<file path="src/rtl/hier_color_fsm.sv">
// Hierarchical colour controller: parent BLUE/RED/HSV with nested HSV child
// (IDLE/HUE/SAT/VAL), Moore mode output and an optional inactivity timeout.
//
// Macro HIER_COLOR_FSM_TIMEOUT_EN: when defined, builds the idle counter and
// the forced HSV->RED exit; otherwise timeout_pulse is tied low.
//
// Ports:
//   clk           rising-edge clock
//   rst           synchronous active-high reset
//   in            command word (HOLD=0 TOGGLE=1 ENTER=2 STEP=3)
//   in_valid      command strobe
//   out           Moore mode word decoded from state
//   state         flattened state code (BLUE=0 .. HSV_VAL=5)
//   timeout_pulse one-cycle flag after a forced timeout exit
module hier_color_fsm #(
  parameter int WIDTH    = 2,
  parameter int BLUE_VAL = 1,
  parameter int RED_VAL  = 2,
  parameter int TIMEOUT  = 8
) (
  input  logic             clk,
  input  logic             rst,
  input  logic [WIDTH-1:0] in,
  input  logic             in_valid,
  output logic [WIDTH-1:0] out,
  output logic [2:0]       state,
  output logic             timeout_pulse
);

  typedef enum logic [2:0] {
    S_BLUE = 3'd0,
    S_RED  = 3'd1,
    S_IDLE = 3'd2,
    S_HUE  = 3'd3,
    S_SAT  = 3'd4,
    S_VAL  = 3'd5
  } state_e;

  typedef enum logic [1:0] {
    C_HOLD   = 2'd0,
    C_TOGGLE = 2'd1,
    C_ENTER  = 2'd2,
    C_STEP   = 2'd3
  } cmd_e;

  localparam logic [WIDTH-1:0] BLUE_W = WIDTH'(BLUE_VAL);
  localparam logic [WIDTH-1:0] RED_W  = WIDTH'(RED_VAL);

  state_e state_q, state_d;
  logic   pulse_q, pulse_d;
  logic   hi_set;
  logic   in_hsv;
  cmd_e   cmd;

  // Any set bit above the 2-bit opcode field forces HOLD.
  if (WIDTH > 2) begin : g_hi
    assign hi_set = |in[WIDTH-1:2];
  end else begin : g_nohi
    assign hi_set = 1'b0;
  end

  assign cmd    = hi_set ? C_HOLD : cmd_e'(in[1:0]);
  assign in_hsv = (state_q >= S_IDLE) && (state_q <= S_VAL);

`ifdef HIER_COLOR_FSM_TIMEOUT_EN
  localparam int CW = $clog2(TIMEOUT);
  logic [CW-1:0] cnt_q, cnt_d;
  logic          to_hit;
  assign to_hit = in_hsv && !in_valid &&
                  (cnt_q == CW'(TIMEOUT - 1));
`endif

  always_comb begin
    state_d = state_q;
    pulse_d = 1'b0;
    case (state_q)
      S_BLUE: begin
        if (in_valid && cmd == C_TOGGLE) state_d = S_RED;
      end
      S_RED: begin
        if (in_valid) begin
          if (cmd == C_TOGGLE)     state_d = S_BLUE;
          else if (cmd == C_ENTER) state_d = S_IDLE;
        end
      end
      S_IDLE: begin
        if (in_valid) begin
          if (cmd == C_STEP)      state_d = S_HUE;
          else if (cmd == C_HOLD) state_d = S_RED;
        end
      end
      S_HUE, S_SAT, S_VAL: begin
        if (in_valid) begin
          if (cmd == C_HOLD) state_d = S_RED;
          else if (cmd == C_STEP) begin
            case (state_q)
              S_HUE:   state_d = S_SAT;
              S_SAT:   state_d = S_VAL;
              default: state_d = S_HUE;
            endcase
          end
        end
      end
      default: state_d = S_RED;
    endcase
`ifdef HIER_COLOR_FSM_TIMEOUT_EN
    // Any accepted command, or leaving HSV, clears the count.
    cnt_d = '0;
    if (to_hit) begin
      state_d = S_RED;
      pulse_d = 1'b1;
    end else if (in_hsv && !in_valid) begin
      cnt_d = cnt_q + CW'(1);
    end
`endif
  end

  always_ff @(posedge clk) begin
    if (rst) begin
      state_q <= S_RED;
      pulse_q <= 1'b0;
    end else begin
      state_q <= state_d;
      pulse_q <= pulse_d;
    end
  end

`ifdef HIER_COLOR_FSM_TIMEOUT_EN
  always_ff @(posedge clk) begin
    if (rst) cnt_q <= '0;
    else     cnt_q <= cnt_d;
  end
`endif

  always_comb begin
    out = RED_W;
    case (state_q)
      S_BLUE:  out = BLUE_W;
      S_HUE:   out = WIDTH'(1);
      S_SAT:   out = WIDTH'(2);
      S_VAL:   out = WIDTH'(3);
      default: out = RED_W;
    endcase
  end

  assign state         = state_q;
  assign timeout_pulse = pulse_q;

endmodule

</file>
<file path="config.mk">
export PLATFORM = sky130hd
export DESIGN_NAME = hier_color_fsm
export DESIGN_NICKNAME = d
export VERILOG_FILES = /design/src/rtl/hier_color_fsm.sv
export SDC_FILE = /design/constraint.sdc
export NUM_CORES = 1
export LEC_CHECK = 0
export ABC_AREA = 1
export BUFFER_PORTS_ARGS = -buffer_cell sky130_fd_sc_hd__buf_2
export CAP_MARGIN = 15
export CORE_AREA = 10 10 47 49
export DETAILED_ROUTE_END_ITERATION = 8
export DIE_AREA = 0 0 57 59
export SLEW_MARGIN = 10
export SYNTH_ARGS = -nofsm -noshare
export SYNTH_HDL_FRONTEND = slang
export SYNTH_SLANG_ARGS = --single-unit
</file>
<file path="constraint.sdc">
create_clock -name clk -period 2.5 [get_ports clk]
set_input_delay 0.75 -clock clk [delete_from_list [all_inputs] [get_ports clk]]
set_output_delay 0.75 -clock clk [all_outputs]
set_load 0.005 [all_outputs]
</file>
==> impl_results.html, run 1 <==
<table>
<tr><th>Metric</th><th>Value</th></tr>
<tr><th colspan="2">Floorplanning</th></tr>
<tr><td>Die width</td><td>roughly 57 um</td></tr>
<tr><td>Die boundary height</td><td>between 50 and 60 um</td></tr>
<tr><td>Count of boundary I/O pins</td><td>11</td></tr>
<tr><td>Cell row count</td><td>14</td></tr>
<tr><td>DIE AREA</td><td>approximately 3400 um2</td></tr>
<tr><td>Initial core utilization</td><td>24.7%</td></tr>
<tr><td>Core box area</td><td>between 1000 and 1500 um2</td></tr>
<tr><th colspan="2">STA</th></tr>
<tr><td>Number of max-slew violations in the final report</td><td>0</td></tr>
<tr><td>RSZ-0062 raised after global routing</td><td>false</td></tr>
<tr><td>Endpoints failing setup</td><td>0</td></tr>
<tr><td>FMAX</td><td>541 MHz</td></tr>
<tr><td>Fin crit share</td><td>between 70% and 80%</td></tr>
<tr><td>Final sum of negative setup slack</td><td>0 ns</td></tr>
<tr><td>Tmin final</td><td>1.85 ns</td></tr>
<tr><td>Number of hold violations in the final report</td><td>0</td></tr>
<tr><td>Worst clock skew</td><td>0.00173 ns</td></tr>
<tr><th colspan="2">CTS</th></tr>
<tr><td>Buffers inserted during post-CTS setup optimization</td><td>0</td></tr>
<tr><td>Number of H-tree levels</td><td>1</td></tr>
<tr><td>Clock insertion delay at the later pin of the skew report</td><td>about 0.23 ns</td></tr>
<tr><td>CTS resizes</td><td>0</td></tr>
<tr><td>Number of hold-repair buffers added at the cts stage</td><td>0</td></tr>
<tr><td>Number of buffers added by the clock tree synthesis step</td><td>3</td></tr>
<tr><td>CTS tree</td><td>done</td></tr>
<tr><td>Clock tree buffer depth</td><td>2</td></tr>
<tr><td>Clk sinks</td><td>3</td></tr>
<tr><td>Clk Tree Root Cell</td><td>sky130_fd_sc_hd__clkbuf_4</td></tr>
<tr><td>Clock-pin slew on the worst setup and hold paths</td><td>around 0.040 ns</td></tr>
<tr><th colspan="2">Critical path</th></tr>
<tr><td>Critical Path RT</td><td>1.75 ns</td></tr>
<tr><td>Crit Path Max Fanout</td><td>6</td></tr>
<tr><td>Critical Path Max Stage Delay</td><td>0.41 ns</td></tr>
<tr><td>Crit path from</td><td>state[2]</td></tr>
<tr><td>Arr. time, crit path</td><td>1.10 ns</td></tr>
<tr><td>Worst path slowest cell</td><td>sky130_fd_sc_hd__dfxtp_1</td></tr>
<tr><td>Startpoint of the worst-slack reg-to-reg timing path</td><td>state[1]</td></tr>
<tr><td>Crit Path Class</td><td>flop to output port</td></tr>
<tr><td>Startpoint class of the critical path</td><td>flop</td></tr>
<tr><td>Critical Path Most Common Cell</td><td>sky130_fd_sc_hd__nand2_1</td></tr>
<tr><td>Crit path cell chain</td><td>inv_2 -&gt; nand3_1 -&gt; nand2_1 -&gt; inv_1 -&gt; nand2_1 -&gt; buf_2</td></tr>
<tr><td>Worst setup EP type</td><td>output port</td></tr>
<tr><td>Capturing instance or port of the critical path</td><td>out[0]</td></tr>
<tr><td>Worst R2R Setup Slack</td><td>1.17 ns</td></tr>
<tr><td>Critical register-to-register path endpoint</td><td>state[0]</td></tr>
<tr><td>Cell depth of the worst flop-to-flop path</td><td>9</td></tr>
<tr><th colspan="2">Finish</th></tr>
<tr><td>Signed area change from the synthesized netlist to the final layout</td><td>24.2%</td></tr>
<tr><td>Count of non-filler cells in the finished layout</td><td>89</td></tr>
<tr><td>Highest-count cells in the layout ignoring fill and taps</td><td>sky130_fd_sc_hd__nand2_1, sky130_fd_sc_hd__inv_1, sky130_fd_sc_hd__nor2_1, sky130_fd_sc_hd__buf_2, sky130_fd_sc_hd__nand3_1</td></tr>
<tr><td>Largest register FFs</td><td>3</td></tr>
<tr><td>Most common cell after layout, fill and taps aside</td><td>sky130_fd_sc_hd__nand2_1</td></tr>
<tr><td>Net total in the final layout</td><td>82</td></tr>
<tr><td>Number of inserted diodes</td><td>0</td></tr>
<tr><td>Fraction of layout instances using a drive strength above 1</td><td>a little over a quarter</td></tr>
<tr><th colspan="2">GRT</th></tr>
<tr><td>First-pass GRT wire length</td><td>1460 um</td></tr>
<tr><td>Antenna violations before repair</td><td>0</td></tr>
<tr><td>GR Overflow Total</td><td>0</td></tr>
<tr><td>Via count of the first global-routing pass</td><td>386</td></tr>
<tr><td>Maximum number of pins on one net before global-route repair</td><td>7</td></tr>
<tr><td>Overall fraction of global-route tracks in use</td><td>5.31%</td></tr>
<tr><th colspan="2">Pwr</th></tr>
<tr><td>Overall power of the completed layout</td><td>478 uW</td></tr>
<tr><td>Static leakage</td><td>0.000253 uW</td></tr>
<tr><td>Worst-case vdd ir drop</td><td>0.000309 V</td></tr>
<tr><td>Ratio of total power to cell area</td><td>1110 nW/um2</td></tr>
<tr><th colspan="2">Drt</th></tr>
<tr><td>Drt drc</td><td>0</td></tr>
<tr><td>Number of routed nets with antenna violations</td><td>0</td></tr>
<tr><td>Via density per instance</td><td>4.16</td></tr>
<tr><td>Vias</td><td>370</td></tr>
<tr><td>First DRT Iteration DRCs</td><td>10</td></tr>
<tr><td>WL per Instance</td><td>between 9 and 10 um</td></tr>
<tr><td>First-pass DRT Iterations</td><td>4</td></tr>
<tr><td>Total wirelength of the detailed-routed design</td><td>~800 um</td></tr>
<tr><th colspan="2">Synthesis</th></tr>
<tr><td>Fraction of the yosys area taken by sequential cells</td><td>around 17%</td></tr>
<tr><td>Number of nets produced by synthesis</td><td>69</td></tr>
<tr><td>Area fraction of the dominant cell type after synthesis</td><td>17.3%</td></tr>
<tr><td>Leading post-synthesis cells by cell area</td><td>sky130_fd_sc_hd__dfxtp_1, sky130_fd_sc_hd__nand2_1, sky130_fd_sc_hd__inv_1</td></tr>
<tr><td>Library cell occupying the most area in the post-synthesis netlist</td><td>sky130_fd_sc_hd__dfxtp_1</td></tr>
<tr><td>Summed instance area of the synthesized netlist</td><td>347 um2</td></tr>
<tr><td>Post-synthesis sequential element count</td><td>3</td></tr>
<tr><td>Number of instances in the synthesized netlist</td><td>61</td></tr>
<tr><td>Synthesized area per cell</td><td>roughly 5.7 um2</td></tr>
<tr><td>Count of different cell masters after synthesis</td><td>17</td></tr>
<tr><td>Count of synthesis-stage warnings from yosys</td><td>0</td></tr>
<tr><th colspan="2">Placement</th></tr>
<tr><td>Input/output buffers</td><td>9</td></tr>
<tr><td>Detail Placement HPWL</td><td>682 um</td></tr>
<tr><td>Total instance count after detailed placement</td><td>between 80 and 90</td></tr>
<tr><td>Weighted congestion at the end of routability-driven global placement</td><td>0.802</td></tr>
<tr><th colspan="2">Min path</th></tr>
<tr><td>Classification of the worst-slack hold path</td><td>flop to flop</td></tr>
<tr><th colspan="2">Run status</th></tr>
<tr><td>Run status</td><td>finished clean</td></tr>
<tr><th colspan="2">Run</th></tr>
<tr><td>Number of maximum-capacitance violations</td><td>0</td></tr>
</table>
## cells by family after synthesis
family | after synthesis | share of synthesized area (%)
flops | 3 | 17.3
buf+inv | 13 | 15.2
simple gates | 36 | 46.9
fa+ha+maj | 3 | 10.8
compound gates | 5 | 8.66
other cells | 1 | 1.08
## cell usage after synthesis
library cell              instances
sky130_fd_sc_hd__o22ai_1          1
sky130_fd_sc_hd__o21ai_0          1
sky130_fd_sc_hd__a21oi_1          1
sky130_fd_sc_hd__nor2_4           1
sky130_fd_sc_hd__nand2_1         14
sky130_fd_sc_hd__conb_1           1
sky130_fd_sc_hd__o21ai_2          1
sky130_fd_sc_hd__inv_1           11
sky130_fd_sc_hd__dfxtp_1          3
sky130_fd_sc_hd__ha_1             3
sky130_fd_sc_hd__nand2_2          2
sky130_fd_sc_hd__inv_2            1
sky130_fd_sc_hd__o21ai_1          1
sky130_fd_sc_hd__buf_4            1
sky130_fd_sc_hd__nor2_2           2
sky130_fd_sc_hd__nor2_1           9
sky130_fd_sc_hd__nand3_1          8
## worst min-delay path by stage
| stage | startpoint | endpoint | slack (ns) | cells past startpoint |
|---|---|---|---|---|
| detailed placement | state[1] | state[1] | 0.54 | 2 |
| global route | state[0] | state[0] | 0.61 | 2 |
| floorplan | state[0] | state[0] | 0.51 | 2 |
| CTS | state[1] | state[1] | 0.55 | 2 |
| finish | state[1] | state[1] | 0.54 | 2 |
| global placement | state[1] | state[1] | 0.54 | 2 |
## critical path: cells and delay by family, from the launching register on
family / cells / cell delay, ns
AND/OR/NAND/NOR: 3 / 0.21
buffers and inverters: 3 / 0.25
flip-flops: 1 / 0.41
## layer usage
layer / vias to the layer above / track usage (%) / wire length [um]
met4: 0 / 2.01 / 0
met5: - / 0 / 0
met1: 156 / 4.15 / 352
li1: 208 / - / -
met3: 0 / 3.22 / 38
met2: 6 / 10.4 / 414
## stage by stage
stage | area [um2] | hold slack [ns] | utilization, % | worst slack [ns]
final | 430 | 0.544 | 30.7 | 0.650
after global routing | 430 | 0.609 | 30.7 | 0.514
after CTS | 430 | 0.546 | 30.7 | 0.633
after detailed placement | 404 | 0.541 | 28.8 | 0.687
after global placement | 404 | 0.537 | 28.8 | 0.693
after floorplan | 347 | 0.510 | - | 0.863
## where the power goes
group | total, uW | internal (uW) | leakage (uW) | switching, uW
combinational | 302 | 119 | 0.000213 | 183
sequential | 89.4 | 65.3 | 0.0000249 | 24.1
clock | 86.9 | 59.9 | 0.0000150 | 26.9
total | 478 | 244 | 0.000253 | 234
## area by class of cell
| class | count | area (um2) |
|---|---|---|
| fillers | 162 | 971 |
| multi-input cells | 45 | 234 |
| flip-flops and latches | 3 | 60.1 |
| repair buffers | 9 | 45.0 |
| clock buffers | 4 | 26.3 |
| well taps | 16 | 20.0 |
| inverters | 12 | 45.0 |
No activity file was read; power rests on OpenSTA's default activity.
==> run 2: changes to the inputs <==
Clock period 2.5 ns to 1.8 ns, I/O delays scaled along.
==> run 2 against run 1 <==
Against the previous run: sequential share of layout area unchanged; core utilization is the same; clock skew grew 0.0040 ns; cell area unchanged; count of clock-buffer cells in the layout unchanged; via count up 2.2%; clock power up 42%; worst setup slack lost 0.51 ns; final cell count stayed put; largest power group unchanged; global-route usage shrank 0.22 points.
==> impl_results.html, run 2 (synthesis results as in run 1) <==
<table>
<tr><th>Metric</th><th>Value</th></tr>
<tr><th colspan="2">Run status</th></tr>
<tr><td>Run status</td><td>finished clean</td></tr>
<tr><th colspan="2">CTS</th></tr>
<tr><td>Number of H-tree levels</td><td>1 (unchanged)</td></tr>
<tr><td>Clk sinks</td><td>3 (unchanged)</td></tr>
<tr><td>Clk Tree Root Cell</td><td>sky130_fd_sc_hd__clkbuf_4</td></tr>
<tr><td>CTS tree</td><td>done</td></tr>
<tr><td>Number of hold-repair buffers added at the cts stage</td><td>0 (unchanged)</td></tr>
<tr><td>CTS resizes</td><td>0 (unchanged)</td></tr>
<tr><td>Clock-pin slew on the worst setup and hold paths</td><td>0.04 ns (about the same)</td></tr>
<tr><td>Clock tree buffer depth</td><td>2 (unchanged)</td></tr>
<tr><td>Clock insertion delay at the later pin of the skew report</td><td>0.24 ns (about the same)</td></tr>
<tr><td>Buffers inserted during post-CTS setup optimization</td><td>0 (unchanged)</td></tr>
<tr><td>Number of buffers added by the clock tree synthesis step</td><td>3 (unchanged)</td></tr>
<tr><th colspan="2">GRT</th></tr>
<tr><td>Via count of the first global-routing pass</td><td>369 (-4.4%)</td></tr>
<tr><td>Maximum number of pins on one net before global-route repair</td><td>7 (unchanged)</td></tr>
<tr><td>First-pass GRT wire length</td><td>1450 um (-0.89%)</td></tr>
<tr><td>Overall fraction of global-route tracks in use</td><td>5.09% (-0.22 points)</td></tr>
<tr><td>Antenna violations before repair</td><td>0 (unchanged)</td></tr>
<tr><td>GR Overflow Total</td><td>0 (unchanged)</td></tr>
<tr><th colspan="2">Finish</th></tr>
<tr><td>Count of non-filler cells in the finished layout</td><td>89 (unchanged)</td></tr>
<tr><td>Most common cell after layout, fill and taps aside</td><td>sky130_fd_sc_hd__nand2_1</td></tr>
<tr><td>Number of inserted diodes</td><td>0 (unchanged)</td></tr>
<tr><td>Highest-count cells in the layout ignoring fill and taps</td><td>sky130_fd_sc_hd__nand2_1, sky130_fd_sc_hd__inv_1, sky130_fd_sc_hd__nor2_1, sky130_fd_sc_hd__buf_2, sky130_fd_sc_hd__nand3_1</td></tr>
<tr><td>Signed area change from the synthesized netlist to the final layout</td><td>24.2% (unchanged)</td></tr>
<tr><td>Largest register FFs</td><td>3 (unchanged)</td></tr>
<tr><td>Net total in the final layout</td><td>82 (unchanged)</td></tr>
<tr><td>Fraction of layout instances using a drive strength above 1</td><td>26.0% (unchanged)</td></tr>
<tr><th colspan="2">Placement</th></tr>
<tr><td>Input/output buffers</td><td>9 (unchanged)</td></tr>
<tr><td>Weighted congestion at the end of routability-driven global placement</td><td>0.734 (-8.5%)</td></tr>
<tr><td>Detail Placement HPWL</td><td>690 um (+1.1%)</td></tr>
<tr><td>Worst slack at placement</td><td>0.178 ns (-0.509 ns)</td></tr>
<tr><td>Total instance count after detailed placement</td><td>85 (unchanged)</td></tr>
<tr><th colspan="2">Drt</th></tr>
<tr><td>Total wirelength of the detailed-routed design</td><td>820 um (+1.9%)</td></tr>
<tr><td>First-pass DRT Iterations</td><td>5 (+1)</td></tr>
<tr><td>Vias</td><td>378 (+2.2%)</td></tr>
<tr><td>WL per Instance</td><td>9.21 um (+1.9%)</td></tr>
<tr><td>First DRT Iteration DRCs</td><td>10 (unchanged)</td></tr>
<tr><td>Number of routed nets with antenna violations</td><td>0 (unchanged)</td></tr>
<tr><td>Via density per instance</td><td>4.25 (+2.2%)</td></tr>
<tr><td>Drt drc</td><td>0 (unchanged)</td></tr>
<tr><th colspan="2">STA</th></tr>
<tr><td>RSZ-0062 raised after global routing</td><td>false</td></tr>
<tr><td>Number of hold violations in the final report</td><td>0 (unchanged)</td></tr>
<tr><td>Number of max-slew violations in the final report</td><td>0 (unchanged)</td></tr>
<tr><td>Fin crit share</td><td>slightly above 90%</td></tr>
<tr><td>Final sum of negative setup slack</td><td>0 ns (unchanged)</td></tr>
<tr><td>FMAX</td><td>603 MHz</td></tr>
<tr><td>Endpoints failing setup</td><td>0 (unchanged)</td></tr>
<tr><td>Tightest hold margin</td><td>0.522 ns (-0.0225 ns)</td></tr>
<tr><td>Worst clock skew</td><td>0.00570 ns (+0.00397 ns)</td></tr>
<tr><td>Final worst setup slack</td><td>0.143 ns (-0.508 ns)</td></tr>
<tr><td>Tmin final</td><td>1.66 ns</td></tr>
<tr><th colspan="2">Critical path</th></tr>
<tr><td>Crit Path Max Fanout</td><td>6 (unchanged)</td></tr>
<tr><td>Startpoint of the worst-slack reg-to-reg timing path</td><td>state[1]</td></tr>
<tr><td>Worst setup EP type</td><td>output port</td></tr>
<tr><td>Worst R2R Setup Slack</td><td>0.46 ns (-0.71 ns)</td></tr>
<tr><td>Cell depth of the worst flop-to-flop path</td><td>9 (unchanged)</td></tr>
<tr><td>Crit path from</td><td>state[2]</td></tr>
<tr><td>Critical Path RT</td><td>1.26 ns (-0.49 ns)</td></tr>
<tr><td>Capturing instance or port of the critical path</td><td>out[0]</td></tr>
<tr><td>Arr. time, crit path</td><td>1.12 ns (+0.02 ns)</td></tr>
<tr><td>Startpoint class of the critical path</td><td>flop</td></tr>
<tr><td>Crit Path Class</td><td>flop to output port</td></tr>
<tr><td>Critical register-to-register path endpoint</td><td>state[2]</td></tr>
<tr><th colspan="2">Floorplanning</th></tr>
<tr><td>Count of boundary I/O pins</td><td>11 (unchanged)</td></tr>
<tr><td>Die width</td><td>57 um (unchanged)</td></tr>
<tr><td>Core box area</td><td>1400 um2 (unchanged)</td></tr>
<tr><td>Cell row count</td><td>14 (unchanged)</td></tr>
<tr><td>Initial core utilization</td><td>24.7% (unchanged)</td></tr>
<tr><td>DIE AREA</td><td>3360 um2 (unchanged)</td></tr>
<tr><td>Die boundary height</td><td>59 um (unchanged)</td></tr>
<tr><th colspan="2">Pwr</th></tr>
<tr><td>Static leakage</td><td>0.000253 uW (unchanged)</td></tr>
<tr><td>Ratio of total power to cell area</td><td>1540 nW/um2 (+39%)</td></tr>
<tr><td>Worst-case vdd ir drop</td><td>0.000387 V (+25%)</td></tr>
<tr><td>Overall power of the completed layout</td><td>663 uW (+39%)</td></tr>
<tr><th colspan="2">Run</th></tr>
<tr><td>Number of maximum-capacitance violations</td><td>0 (unchanged)</td></tr>
<tr><th colspan="2">Min path</th></tr>
<tr><td>Worst Hold Launch</td><td>rst</td></tr>
<tr><td>Classification of the worst-slack hold path</td><td>input port to flop</td></tr>
</table>
-- run 2: cell counts in the layout (fill, tap and decap cells not counted) --
No cell type changed its count.
-- run 2: how the worst min path moves through the flow --
stage | to | slack [ns] | cells after the start
after floorplan | state[0] | 0.51 | 2
after global placement | state[1] | 0.54 | 2
after detailed placement | state[0] | 0.54 | 2
after CTS | state[0] | 0.53 | 3
after global routing | state[0] | 0.56 | 3
final | state[0] | 0.52 | 3
-- run 2: layout make-up --
type / instances / area (um2)
Fill cell: 166 / 971
Timing Repair Buffer: 9 / 45.0
Clock buffer: 4 / 26.3
Inverter: 12 / 45.0
Multi-Input combinational cell: 45 / 234
Sequential cell: 3 / 60.1
Tap cell: 16 / 20.0
-- run 2: where the power goes --
part / switching, uW / total (uW) / internal (uW) / leakage (uW)
clock: 39.3 / 123 / 83.4 / 0.0000150
combinational: 252 / 417 / 166 / 0.000213
sequential: 32.8 / 123 / 90.7 / 0.0000249
total: 324 / 663 / 340 / 0.000253
-- run 2: stage by stage --
| stage | utilization (%) | area, um2 |
|---|---|---|
| after global routing | 30.7 | 430 |
| final | 30.7 | 430 |
| after detailed placement | 28.8 | 404 |
| after floorplan | - | 347 |
| after global placement | 28.8 | 404 |
| after CTS | 30.7 | 430 |
-- run 2: layer usage --
layer	up-vias	track usage (%)	part of all wire, %
met5	-	0	0
met4	0	3.02	2.3
met3	3	1.29	4.0
met2	6	9.77	54
met1	160	4.74	40
li1	209	-	-
-- run 2: worst max-delay path: stages (launching register included) --
cell and delay [ns]:
sky130_fd_sc_hd__dfxtp_1 0.42, sky130_fd_sc_hd__inv_2 0.07, sky130_fd_sc_hd__nand3_1 0.11, sky130_fd_sc_hd__nand2_1 0.06, sky130_fd_sc_hd__inv_1 0.06, sky130_fd_sc_hd__nand2_1 0.04, sky130_fd_sc_hd__buf_2 0.12
==> run 3: changes to the inputs <==
Settings changed: BUFFER_PORTS_ARGS -buffer_cell sky130_fd_sc_hd__buf_2 to -buffer_cell sky130_fd_sc_hd__buf_4.
Clock period 1.8 ns to 1.98 ns, I/O delays scaled along.
==> run 3 against run 2 <==
Against the previous run: die area is the same; count of clock-buffer cells in the layout unchanged; largest power group unchanged; sequential share of layout area fell by 0.69 points; critical path type unchanged; core utilization grew 1.6 points; non-clock buffer count is the same; critical endpoint unchanged; critical path depth stayed put; register-to-register slack gained 0.18 ns.
==> impl_results.html, run 3 (synthesis results as in run 1) <==
<table>
<tr><th>Metric</th><th>Value</th></tr>
<tr><th colspan="2">STA</th></tr>
<tr><td>Fin crit share</td><td>a little under 90%</td></tr>
<tr><td>Worst clock skew</td><td>0.000335 ns (-0.00536 ns)</td></tr>
<tr><td>Number of hold violations in the final report</td><td>0 (unchanged)</td></tr>
<tr><td>Tmin final</td><td>1.73 ns</td></tr>
<tr><td>Final sum of negative setup slack</td><td>0 ns (unchanged)</td></tr>
<tr><td>Endpoints failing setup</td><td>0 (unchanged)</td></tr>
<tr><td>FMAX</td><td>577 MHz</td></tr>
<tr><td>Number of max-slew violations in the final report</td><td>0 (unchanged)</td></tr>
<tr><td>RSZ-0062 raised after global routing</td><td>false</td></tr>
<tr><th colspan="2">CTS</th></tr>
<tr><td>Number of hold-repair buffers added at the cts stage</td><td>0 (unchanged)</td></tr>
<tr><td>CTS tree</td><td>done</td></tr>
<tr><td>Clock-pin slew on the worst setup and hold paths</td><td>0.04 ns (about the same)</td></tr>
<tr><td>Buffers inserted during post-CTS setup optimization</td><td>0 (unchanged)</td></tr>
<tr><td>CTS resizes</td><td>0 (unchanged)</td></tr>
<tr><td>Clock tree buffer depth</td><td>2 (unchanged)</td></tr>
<tr><td>Clk sinks</td><td>3 (unchanged)</td></tr>
<tr><td>Clock insertion delay at the later pin of the skew report</td><td>0.24 ns (about the same)</td></tr>
<tr><td>Number of buffers added by the clock tree synthesis step</td><td>3 (unchanged)</td></tr>
<tr><td>Number of H-tree levels</td><td>1 (unchanged)</td></tr>
<tr><td>Clk Tree Root Cell</td><td>sky130_fd_sc_hd__clkbuf_4</td></tr>
<tr><th colspan="2">Drt</th></tr>
<tr><td>Vias</td><td>379 (+0.26%)</td></tr>
<tr><td>First-pass DRT Iterations</td><td>4 (-1)</td></tr>
<tr><td>WL per Instance</td><td>8.99 um (-2.4%)</td></tr>
<tr><td>First DRT Iteration DRCs</td><td>2 (-8)</td></tr>
<tr><td>Number of routed nets with antenna violations</td><td>0 (unchanged)</td></tr>
<tr><td>Via density per instance</td><td>4.26 (+0.26%)</td></tr>
<tr><td>Drt drc</td><td>0 (unchanged)</td></tr>
<tr><td>Total wirelength of the detailed-routed design</td><td>800 um (-2.4%)</td></tr>
<tr><th colspan="2">Pwr</th></tr>
<tr><td>Part of the power in registers</td><td>17.8% (-0.8 points)</td></tr>
<tr><td>Overall power of the completed layout</td><td>632 uW (-4.7%)</td></tr>
<tr><td>Worst-case vdd ir drop</td><td>0.000315 V (-19%)</td></tr>
<tr><td>Part of the power in the clock network</td><td>17.6% (-0.9 points)</td></tr>
<tr><td>Static leakage</td><td>0.000260 uW (+2.9%)</td></tr>
<tr><td>Combinational Power Share</td><td>64.5% (+1.6 points)</td></tr>
<tr><td>Int Power</td><td>334 uW (-1.6%)</td></tr>
<tr><td>Ratio of total power to cell area</td><td>1400 nW/um2 (-9.4%)</td></tr>
<tr><td>Switching power</td><td>298 uW (-7.9%)</td></tr>
<tr><td>Switching fraction of total power</td><td>47.1% (-1.7 points)</td></tr>
<tr><th colspan="2">Finish</th></tr>
<tr><td>Largest register FFs</td><td>3 (unchanged)</td></tr>
<tr><td>Most common cell after layout, fill and taps aside</td><td>sky130_fd_sc_hd__nand2_1</td></tr>
<tr><td>Share of the core filled with cells</td><td>32.3% (+1.6 points)</td></tr>
<tr><td>Count of non-filler cells in the finished layout</td><td>89 (unchanged)</td></tr>
<tr><td>Highest-count cells in the layout ignoring fill and taps</td><td>sky130_fd_sc_hd__nand2_1, sky130_fd_sc_hd__inv_1, sky130_fd_sc_hd__nor2_1, sky130_fd_sc_hd__buf_4, sky130_fd_sc_hd__nand3_1</td></tr>
<tr><td>Fraction of layout instances using a drive strength above 1</td><td>26.0% (unchanged)</td></tr>
<tr><td>Signed area change from the synthesized netlist to the final layout</td><td>30.7%</td></tr>
<tr><td>Net total in the final layout</td><td>82 (unchanged)</td></tr>
<tr><td>Number of inserted diodes</td><td>0 (unchanged)</td></tr>
<tr><th colspan="2">Critical path</th></tr>
<tr><td>Worst R2R Setup Slack</td><td>0.64 ns (+0.18 ns)</td></tr>
<tr><td>Critical Path RT</td><td>1.39 ns (+0.13 ns)</td></tr>
<tr><td>Crit Path Max Fanout</td><td>6 (unchanged)</td></tr>
<tr><td>Startpoint class of the critical path</td><td>flop</td></tr>
<tr><td>Crit Path Class</td><td>flop to output port</td></tr>
<tr><td>Arr. time, crit path</td><td>1.14 ns (+0.02 ns)</td></tr>
<tr><td>Cell depth of the worst flop-to-flop path</td><td>9 (unchanged)</td></tr>
<tr><td>Worst setup EP type</td><td>output port</td></tr>
<tr><td>Critical register-to-register path endpoint</td><td>state[2]</td></tr>
<tr><td>Startpoint of the worst-slack reg-to-reg timing path</td><td>state[1]</td></tr>
<tr><th colspan="2">Min path</th></tr>
<tr><td>Worst Hold Launch</td><td>state[0]</td></tr>
<tr><td>Hold worst-path end</td><td>state[0]</td></tr>
<tr><td>Classification of the worst-slack hold path</td><td>flop to flop</td></tr>
<tr><td>Hold Path Cell Cnt</td><td>2 (-1)</td></tr>
<tr><th colspan="2">Placement</th></tr>
<tr><td>Weighted congestion at the end of routability-driven global placement</td><td>0.782 (+6.6%)</td></tr>
<tr><td>Input/output buffers</td><td>9 (unchanged)</td></tr>
<tr><td>Total instance count after detailed placement</td><td>85 (unchanged)</td></tr>
<tr><td>Detail Placement HPWL</td><td>655 um (-5.1%)</td></tr>
<tr><th colspan="2">Run status</th></tr>
<tr><td>Run status</td><td>finished clean</td></tr>
<tr><th colspan="2">GRT</th></tr>
<tr><td>GR Overflow Total</td><td>0 (unchanged)</td></tr>
<tr><td>Via count of the first global-routing pass</td><td>359 (-2.7%)</td></tr>
<tr><td>Antenna violations before repair</td><td>0 (unchanged)</td></tr>
<tr><td>Maximum number of pins on one net before global-route repair</td><td>7 (unchanged)</td></tr>
<tr><td>Overall fraction of global-route tracks in use</td><td>5.40% (+0.30 points)</td></tr>
<tr><td>First-pass GRT wire length</td><td>1420 um (-1.9%)</td></tr>
<tr><th colspan="2">Floorplanning</th></tr>
<tr><td>Cell row count</td><td>14 (unchanged)</td></tr>
<tr><td>Count of boundary I/O pins</td><td>11 (unchanged)</td></tr>
<tr><td>Core box area</td><td>1400 um2 (unchanged)</td></tr>
<tr><td>Die boundary height</td><td>59 um (unchanged)</td></tr>
<tr><td>Initial core utilization</td><td>24.7% (unchanged)</td></tr>
<tr><td>Die width</td><td>57 um (unchanged)</td></tr>
<tr><td>DIE AREA</td><td>3360 um2 (unchanged)</td></tr>
<tr><th colspan="2">Run</th></tr>
<tr><td>Number of maximum-capacitance violations</td><td>0 (unchanged)</td></tr>
</table>
## run 3: area by class of cell
cell class	instances	area, um2
tap	16	20.0
clock buffer	4	26.3
multi-input combinational	45	234
fill	157	948
sequential	3	60.1
timing repair buffer	9	67.6
inverter	12	45.0
## run 3: power by group through the flow
| stage | logic [uW] | registers, uW | clock network (uW) |
|---|---|---|---|
| finish | 408 | 113 | 112 |
| global route | 465 | 120 | 115 |
| CTS | 412 | 113 | 112 |
| detailed placement | 410 | 114 | 0 |
| global placement | 406 | 114 | 0 |
| floorplan | 286 | 111 | 0 |
## run 3: through the flow
step	area [um2]	hold WS, ns	worst slack, ns
2_1_floorplan	347	0.510	0.499
3_3_place_gp	427	0.544	0.338
3_5_place_dp	427	0.533	0.322
4_1_cts	453	0.537	0.240
5_1_grt	453	0.589	0.114
6_report	453	0.535	0.248
## run 3: worst max-delay path, cell delays in order, from the launching register on
cell and delay [ns]:
sky130_fd_sc_hd__dfxtp_1 0.42, sky130_fd_sc_hd__inv_2 0.08, sky130_fd_sc_hd__nand3_1 0.11, sky130_fd_sc_hd__nand2_1 0.06
sky130_fd_sc_hd__inv_1 0.06, sky130_fd_sc_hd__nand2_1 0.05, sky130_fd_sc_hd__buf_4 0.13
## run 3: metal layers
metal  wire (um)  track usage (%)  vias up
met1         317             4.86      159
met3          40             1.93        4
met4          51             7.05        0
met5           0                0        -
met2         390             8.37        8
li1            -                -      208
## run 3: worst max path at each step
stage	cells past startpoint	endpoint	slack (ns)	from
after floorplan	8	state[2]	0.50	in[0]
after global placement	9	state[1]	0.34	in[0]
after detailed placement	9	state[1]	0.32	in[0]
after CTS	6	out[0]	0.24	state[2]
after global routing	6	out[0]	0.11	state[2]
final	6	out[0]	0.25	state[2]
